[src/rtl/pipeline_ctrl.sv]
// rtl/pipeline_ctrl.sv - hazard, flush and memory-wait controller for the five-stage pipeline
module pipeline_ctrl #(
    parameter int MAX_WAIT = 16,
    parameter int CNT_W    = 16
) (
    input  logic             clk,
    input  logic             rst,
    input  logic             id_rs_re,
    input  logic [4:0]       id_rs_addr,
    input  logic             id_rt_re,
    input  logic [4:0]       id_rt_addr,
    input  logic             ex_is_load,
    input  logic             ex_we,
    input  logic [4:0]       ex_wd,
    input  logic             ex_branch_taken,
    input  logic             mem_req,
    input  logic             dmem_ready,
    output logic             dmem_en,
    output logic [4:0]       stall,
    output logic             flush_ifid,
    output logic             idex_bubble,
    output logic             memwb_bubble,
    output logic             mem_timeout,
    output logic [CNT_W-1:0] stall_cnt
);

    // wait_cnt only has to reach MAX_WAIT-1 before the timeout decision
    localparam int                WAIT_W    = (MAX_WAIT > 1) ? $clog2(MAX_WAIT) : 1;
    localparam logic [WAIT_W-1:0] WAIT_LAST = WAIT_W'(MAX_WAIT - 1);

    // hold patterns: bit0 PC, bit1 IF/ID, bit2 ID/EX, bit3 EX/MEM, bit4 MEM/WB
    localparam logic [4:0] STALL_NONE = 5'b00000;
    localparam logic [4:0] STALL_LU   = 5'b00011;
    localparam logic [4:0] STALL_MEM  = 5'b01111;
    localparam logic [4:0] STALL_ALL  = 5'b11111;

    typedef enum logic [1:0] {
        ST_RUN      = 2'd0,
        ST_MEM_WAIT = 2'd1,
        ST_TIMEOUT  = 2'd2
    } state_t;

    state_t            state_q, state_d;
    logic [WAIT_W-1:0] wait_cnt_q, wait_cnt_d;
    logic              mem_timeout_q, mem_timeout_d;
    logic [CNT_W-1:0]  stall_cnt_q, stall_cnt_d;

    logic       rs_hit;
    logic       rt_hit;
    logic       load_use;
    logic [4:0] haz_stall;
    logic       haz_flush;
    logic       haz_bubble;

    logic [4:0] stall_c;
    logic       flush_c;
    logic       idex_c;
    logic       memwb_c;
    logic       dmem_c;

    // load-use: ID needs a register that the load in EX has not produced yet
    always_comb begin
        rs_hit   = id_rs_re & (id_rs_addr == ex_wd);
        rt_hit   = id_rt_re & (id_rt_addr == ex_wd);
        load_use = ex_is_load & ex_we & (ex_wd != 5'd0) & (rs_hit | rt_hit);
    end

    // front-end hazard resolution; a taken branch squashes the dependent instruction, so it wins
    always_comb begin
        haz_stall  = STALL_NONE;
        haz_flush  = 1'b0;
        haz_bubble = 1'b0;
        if (ex_branch_taken) begin
            haz_flush  = 1'b1;
            haz_bubble = 1'b1;
        end else if (load_use) begin
            haz_stall  = STALL_LU;
            haz_bubble = 1'b1;
        end
    end

    // next-state and pipeline controls; front-end hazards wait in place until memory releases
    always_comb begin
        state_d       = state_q;
        wait_cnt_d    = wait_cnt_q;
        mem_timeout_d = mem_timeout_q;
        stall_c       = STALL_NONE;
        flush_c       = 1'b0;
        idex_c        = 1'b0;
        memwb_c       = 1'b0;
        dmem_c        = 1'b0;

        case (state_q)
            ST_RUN: begin
                dmem_c = mem_req;
                if (mem_req && !dmem_ready) begin
                    stall_c    = STALL_MEM;
                    memwb_c    = 1'b1;
                    state_d    = ST_MEM_WAIT;
                    wait_cnt_d = '0;
                end else begin
                    stall_c = haz_stall;
                    flush_c = haz_flush;
                    idex_c  = haz_bubble;
                end
            end

            ST_MEM_WAIT: begin
                dmem_c = 1'b1;
                if (dmem_ready) begin
                    stall_c    = haz_stall;
                    flush_c    = haz_flush;
                    idex_c     = haz_bubble;
                    state_d    = ST_RUN;
                    wait_cnt_d = '0;
                end else begin
                    stall_c = STALL_MEM;
                    memwb_c = 1'b1;
                    if (wait_cnt_q == WAIT_LAST) begin
                        state_d       = ST_TIMEOUT;
                        mem_timeout_d = 1'b1;
                        wait_cnt_d    = '0;
                    end else begin
                        wait_cnt_d = wait_cnt_q + WAIT_W'(1);
                    end
                end
            end

            ST_TIMEOUT: begin
                // freeze the whole pipeline; only reset leaves this state
                stall_c       = STALL_ALL;
                memwb_c       = 1'b1;
                mem_timeout_d = 1'b1;
            end

            default: begin
                state_d    = ST_RUN;
                wait_cnt_d = '0;
            end
        endcase

        // during reset every pipeline register is loaded with a NOP and memory is idle
        if (rst) begin
            stall_c = STALL_NONE;
            flush_c = 1'b1;
            idex_c  = 1'b1;
            memwb_c = 1'b1;
            dmem_c  = 1'b0;
        end
    end

    // saturating count of cycles in which any pipeline register was held
    always_comb begin
        stall_cnt_d = stall_cnt_q;
        if ((stall_c != STALL_NONE) && (stall_cnt_q != {CNT_W{1'b1}})) begin
            stall_cnt_d = stall_cnt_q + CNT_W'(1);
        end
    end

    // state registers with synchronous reset; a pending memory request is dropped on reset
    always_ff @(posedge clk) begin
        if (rst) begin
            state_q       <= ST_RUN;
            wait_cnt_q    <= '0;
            mem_timeout_q <= 1'b0;
            stall_cnt_q   <= '0;
        end else begin
            state_q       <= state_d;
            wait_cnt_q    <= wait_cnt_d;
            mem_timeout_q <= mem_timeout_d;
            stall_cnt_q   <= stall_cnt_d;
        end
    end

    // output drive
    always_comb begin
        dmem_en      = dmem_c;
        stall        = stall_c;
        flush_ifid   = flush_c;
        idex_bubble  = idex_c;
        memwb_bubble = memwb_c;
        mem_timeout  = mem_timeout_q;
        stall_cnt    = stall_cnt_q;
    end

endmodule

[config.mk]
export PLATFORM = sky130hd
export DESIGN_NAME = pipeline_ctrl
export DESIGN_NICKNAME = d
export VERILOG_FILES = /design/src/rtl/pipeline_ctrl.sv
export SDC_FILE = /design/constraint.sdc
export NUM_CORES = 1
export LEC_CHECK = 0
export CORE_MARGIN = 2
export CORE_UTILIZATION = 40
export DETAILED_ROUTE_END_ITERATION = 10
export HOLD_SLACK_MARGIN = 0.1
export PLACE_DENSITY = 0.73
export SYNTH_ARGS = -nofsm -noshare
export SYNTH_HDL_FRONTEND = slang
export SYNTH_SLANG_ARGS = --single-unit
[constraint.sdc]
create_clock -name clk -period 4.3 [get_ports clk]
set_input_delay 1.075 -clock clk [delete_from_list [all_inputs] [get_ports clk]]
set_output_delay 1.075 -clock clk [all_outputs]
set_load 0.01 [all_outputs]
==> results.cfg, run 1 <==
[route]
wl_per_cell_um = 14.0
firstDrtPassIters = 4
drcViolationCount = 0
drt_wl_total_um = 3730
drtIter0Drc = 23
vias = 1507
viasPerCell = 5.64
ant_nets = 0

[sta]
tns_ns = 0
hold_violations = 0
clock_skew_ns = 0.00698
timing.fmax_mhz = 240
worst_slew_pin_slew_ns = 0.553
slew_violations = 0
timing.final.crit_share_pct = 97.0
relSlewSlack_pct = 62.8
fin_crit_ns = 4.17
setup_violations = 0
whs_ns = 0.466
rsz0062_at_grt = false

[floorplan]
num_rows = 21
die_w_um = 64.4
fp.coreArea_mm2 = 0.00342
die_area_mm2 = 0.00415
fp.dieH_um = 64.4
io_pins = 50
initial_core_util_pct = 42.8

[yosys]
avgSynthCellArea_um2 = 8.45
ys_top_cells_by_area = dfxtp_1 (32%), xnor2_1 (6.0%), a21oi_1 (4.5%)
ys_seq_area_share_pct = 31.5
synth.distinct_cells = 49
ys_ff_latch = 23
syn-cell-area_mm2 = 0.00146
yosysTopAreaCell = dfxtp_1
synth_ff_type = dfxtp_1
syn_nets = 199
postSynth.asyncResetShare_pct = 0
synth_warnings = 0
yosysTopAreaCellShare_pct = 31.5
synthesis.instances = 173
synth_edf_count = 0

[clock_tree]
clk_path_buf_depth = 2
clkLatencyLatePin_ns = 0.31
h-tree-depth = 1
cts_sinks = 23
cts_buffers = 3
cts_tree = done
postCtsHoldBufs = 0
cts_setup_buffers = 0
cts_resized = 0
path_clk_slew_ns = 0.12
cts_root_buf = clkbuf_4

[critical_path]
r2r.worst_path.cells = 7
crit_type = input port to primary output
cp-start-kind = input port
worst_ep_arrival_time_ns = 3.10
worstPathCellList = clkdlybuf4s50_1 -> xnor2_1 -> nand4_1 -> o22ai_1 -> a21oi_4 -> nor2_1 -> clkdlybuf4s50_1
worst_setup_path_end_kind = primary output
critical-path-top-delay-family = buffers and inverters
cp.depth = 7
cpPeakStageDelay_ns = 0.58
crit_fanout = 3
cpMostUsedCell = clkdlybuf4s50_1
slowest_stage = clkdlybuf4s50_1
required_ns = 3.22
crit_buf_inv = 2

[job]
cap_violations = 0

[power]
irDropWorstVdd_uv = 97.3
power_density_mw_per_mm2 = 198
p_leak_nw = 0.654

[finish]
layout_common_cells = clkdlybuf4s50_1 (49), dfxtp_1 (23), nor2_1 (17), a21oi_1 (13)
final_cell_count_no_fill = 267
fin_nets = 248
area_delta_synth_final_pct = 37.2
finalInstanceArea_mm2 = 0.00200
drive_above_1_share_pct = 9.05
final_common_cell = clkdlybuf4s50_1
antenna_cells = 0

[global_route]
grt_max_degree = 28
antenna_found_initial = 0
grt_pass1_vias = 1381
grt_pass1_wl_um = 6050
overflow = 0
grtUsageTotal_pct = 18.1

[place]
io_buffers = 49
gp_congestion = 0.881
placed_area_mm2 = 0.00198
dp.cells = 263
hpwl_um = 2860

[outcome]
status = completed

[min_path]
whs_path_depth = 2
hp-class = flip-flop to flip-flop
## tightest hold or removal path, cell delays in order, from the launching register on
cell and delay [ns]:
dfxtp_1 0.34, inv_1 0.05, a21oi_1 0.05
## state kept, by name, indices dropped and copies added (netlist names)
signal       cells
state_q          2
wait_cnt_q       4
stall_cnt       16
mem_timeout      1
## where the power goes
group / switching (mW) / leakage, nW / internal [mW]
Sequential: 0.00184 / 0.185 / 0.214
Clock: 0.0668 / 0.0150 / 0.0362
Combinational: 0.0350 / 0.453 / 0.0437
Total: 0.104 / 0.654 / 0.294
## routing by layer
| layer | part of all wire (%) | wire length, µm | GRT usage, % |
|---|---|---|---|
| met1 | 45 | 1690 | 23.3 |
| met2 | 46 | 1720 | 29.9 |
| met3 | 6.6 | 248 | 3.13 |
| met4 | 1.9 | 70 | 7.71 |
| met5 | 0 | 0 | 0 |
## kinds of logic (layout without fill, tap and decap cells)
family	Yosys count	after routing	share of synthesized area, %
AO/OA/AOI/OAI	43	43	21.9
XOR/XNOR	10	10	5.99
adder cells (fa/ha/maj)	2	2	1.71
buffers and inverters	14	62	5.74
flip-flops	23	23	31.5
multiplexers	5	5	4.02
AND/OR/NAND/NOR	76	76	29.1
## final cells by class
type                       count  area (µm²)
inverter                       4        15.0
sequential                    23         460
multi-input combinational    136         917
tap                           46        57.6
timing repair buffer          54         528
fill                         305        1410
clock buffer                   4        26.3
## cell usage after synthesis (all sizes together) (3+ instances only)
cell type / instances
or4: 5
mux2: 4
nand4: 7
nor4: 4
clkbuf: 3
dfxtp: 23
buf: 7
o311ai: 3
a21oi: 14
or2: 3
nand3: 7
o31ai: 5
nor2b: 4
o21ai: 6
and2: 3
o41ai: 3
nor3: 4
nand2: 10
or3: 4
nor2: 18
inv: 4
xnor2: 10
## worst paths after layout
path | start | endpoint | slack (ns)
max reg2reg | state_q[0]$_SDFFE_PP0P_ | stall_cnt[5]$_SDFFE_PP0P_ | 2.15
min | mem_timeout$_SDFFE_PP0P_ | mem_timeout$_SDFFE_PP0P_ | 0.47
min reg2reg | mem_timeout$_SDFFE_PP0P_ | mem_timeout$_SDFFE_PP0P_ | 0.47
max | ex_wd[4] | stall[1] | 0.13
## metrics by stage
step | setup slack (ns) | total power, mW | util [%]
2_1_floorplan | 0.789 | 0.260 | -
3_3_place_gp | 0.177 | 0.298 | 57.9
3_5_place_dp | 0.117 | 0.300 | 57.9
4_1_cts | 0.107 | 0.401 | 58.7
5_1_grt | 0.0227 | 0.415 | 58.7
6_report | 0.129 | 0.398 | 58.7
No activity file was read; power rests on OpenSTA's default activity.
==> inputs of run 2 (changes only) <==
- MAX_ROUTING_LAYER: default -> met4
==> run 2 against run 1 <==
Net effect:
- clock skew is 0.00069 ns higher
- via count hardly changed
- die area stayed put
- largest power group unchanged
- critical endpoint unchanged
- highest routed layer unchanged
==> results.cfg, run 2 (same netlist as run 1, synthesis figures left out) <==
[clock_tree]
cts_root_buf = clkbuf_4
clk_path_buf_depth = 2
cts_setup_buffers = 0
cts_sinks = 23
cts_buffers = 3
postCtsHoldBufs = 0
path_clk_slew_ns = 0.12
h-tree-depth = 1
cts_tree = done
clkLatencyLatePin_ns = 0.31
cts_resized = 0

[global_route]
grt_max_degree = 28
grtUsageTotal_pct = 18.7
overflow = 0
antenna_found_initial = 0
grt_pass1_vias = 1379
grt_pass1_wl_um = 6060

[critical_path]
required_ns = 3.22
crit_fanout = 3
worstPathCellList = clkdlybuf4s50_1 -> xnor2_1 -> nand4_1 -> o22ai_1 -> a21oi_4 -> nor2_1 -> clkdlybuf4s50_1
cpPeakStageDelay_ns = 0.59
slowest_stage = clkdlybuf4s50_1
cp-start-kind = input port
crit_type = input port to primary output
worst_ep_arrival_time_ns = 3.10
worst_setup_path_end_kind = primary output
cpMostUsedCell = clkdlybuf4s50_1

[route]
drcViolationCount = 0
firstDrtPassIters = 4
drt_wl_total_um = 3700
vias = 1508
wl_per_cell_um = 13.9
viasPerCell = 5.65
ant_nets = 0
drtIter0Drc = 34

[sta]
slew_violations = 0
final.setup.worst_slack_ns = 0.129
timing.fmax_mhz = 240
timing.final.crit_share_pct = 97.0
tns_ns = 0
worst_slew_pin_slew_ns = 0.557
rsz0062_at_grt = false
hold_violations = 0
setup_violations = 0
clock_skew_ns = 0.00767
relSlewSlack_pct = 62.5
fin_crit_ns = 4.17

[floorplan]
num_rows = 21
fp.coreArea_mm2 = 0.00342
initial_core_util_pct = 42.8
die_w_um = 64.4
io_pins = 50
fp.dieH_um = 64.4
die_area_mm2 = 0.00415

[job]
cap_violations = 0

[power]
p_int_mw = 0.294
clock_power_share_pct = 25.9
p_sw_mw = 0.104
p_leak_nw = 0.654
irDropWorstVdd_uv = 97.3
p_comb_share_pct = 19.8
pwr-share-seq_pct = 54.3
power_density_mw_per_mm2 = 199
p_sw_share_pct = 26.1

[place]
io_buffers = 49
gp_congestion = 0.896
dp_slack_ns = 0.117
hpwl_um = 2860

[finish]
area_delta_synth_final_pct = 37.2
seq_area_um2 = 460
final_common_cell = clkdlybuf4s50_1
multi_input_area_um2 = 917
drive_above_1_share_pct = 9.05
antenna_cells = 0
largest_reg_flops = 16
layout_common_cells = clkdlybuf4s50_1 (49), dfxtp_1 (23), nor2_1 (17), a21oi_1 (13)
nFillCells = 305
fin_nets = 248

[min_path]
hp-class = flip-flop to flip-flop

[outcome]
status = completed
==> run 2: cell counts in the layout (fill, tap and decap cells not counted) <==
No cell type changed its count.
==> run 2: worst paths after layout <==
path | from | slack, ns | endpoint | depth (start not counted)
worst min register to register | mem_timeout$_SDFFE_PP0P_ | 0.47 | mem_timeout$_SDFFE_PP0P_ | 2
worst max-delay path | ex_wd[4] | 0.13 | stall[1] | 7
worst max register to register | state_q[0]$_SDFFE_PP0P_ | 2.15 | stall_cnt[5]$_SDFFE_PP0P_ | 7
worst min-delay path | mem_timeout$_SDFFE_PP0P_ | 0.47 | mem_timeout$_SDFFE_PP0P_ | 2
==> run 2: power groups by stage <==
stage / logic, mW / clock network, mW / registers [mW]
floorplan: 0.0402 / 0 / 0.220
global placement: 0.0771 / 0 / 0.221
detailed placement: 0.0790 / 0 / 0.221
CTS: 0.0794 / 0.106 / 0.216
global route: 0.0856 / 0.113 / 0.217
finish: 0.0787 / 0.103 / 0.216
==> run 2: metrics by stage <==
step                      std cells  hold WS, ns  total power [mW]  utilization (%)  instance area (µm²)
after floorplan                 173        0.470             0.260                -                 1460
after detailed placement        263        0.443             0.300             57.9                 1980
after CTS                       267        0.469             0.401             58.7                 2000
after global placement          263        0.439             0.298             57.9                 1980
after global routing            267        0.492             0.415             58.7                 2000
final                           267        0.465             0.398             58.7                 2000
==> run 2: metal layers <==
layer  global-route usage, %  up-vias  share of wire (%)  wire, µm
li1                        -      747                  -         -
met1                    23.7      697                 46      1690
met2                    29.8       58                 46      1710
met3                    2.95        6                6.5       241
met4                    7.71        0                1.6        59
met5                       -        -                  0         0
==> run 2: final cells by class <==
type / count / share of cell area (%)
clock buffer: 4 / 1.31
inverter: 4 / 0.749
multi-input combinational: 136 / 45.8
sequential: 23 / 23.0
tap: 46 / 2.87
timing repair buffer: 54 / 26.3
==> run 2: critical path: cells and delay by family <==
kind,cells,cell delay [ns]
AOI/OAI and AO/OA,2,0.46
xor gates and xnor gates,1,0.14
buffers and inverters,2,1.14
and+or+nand+nor,2,0.28
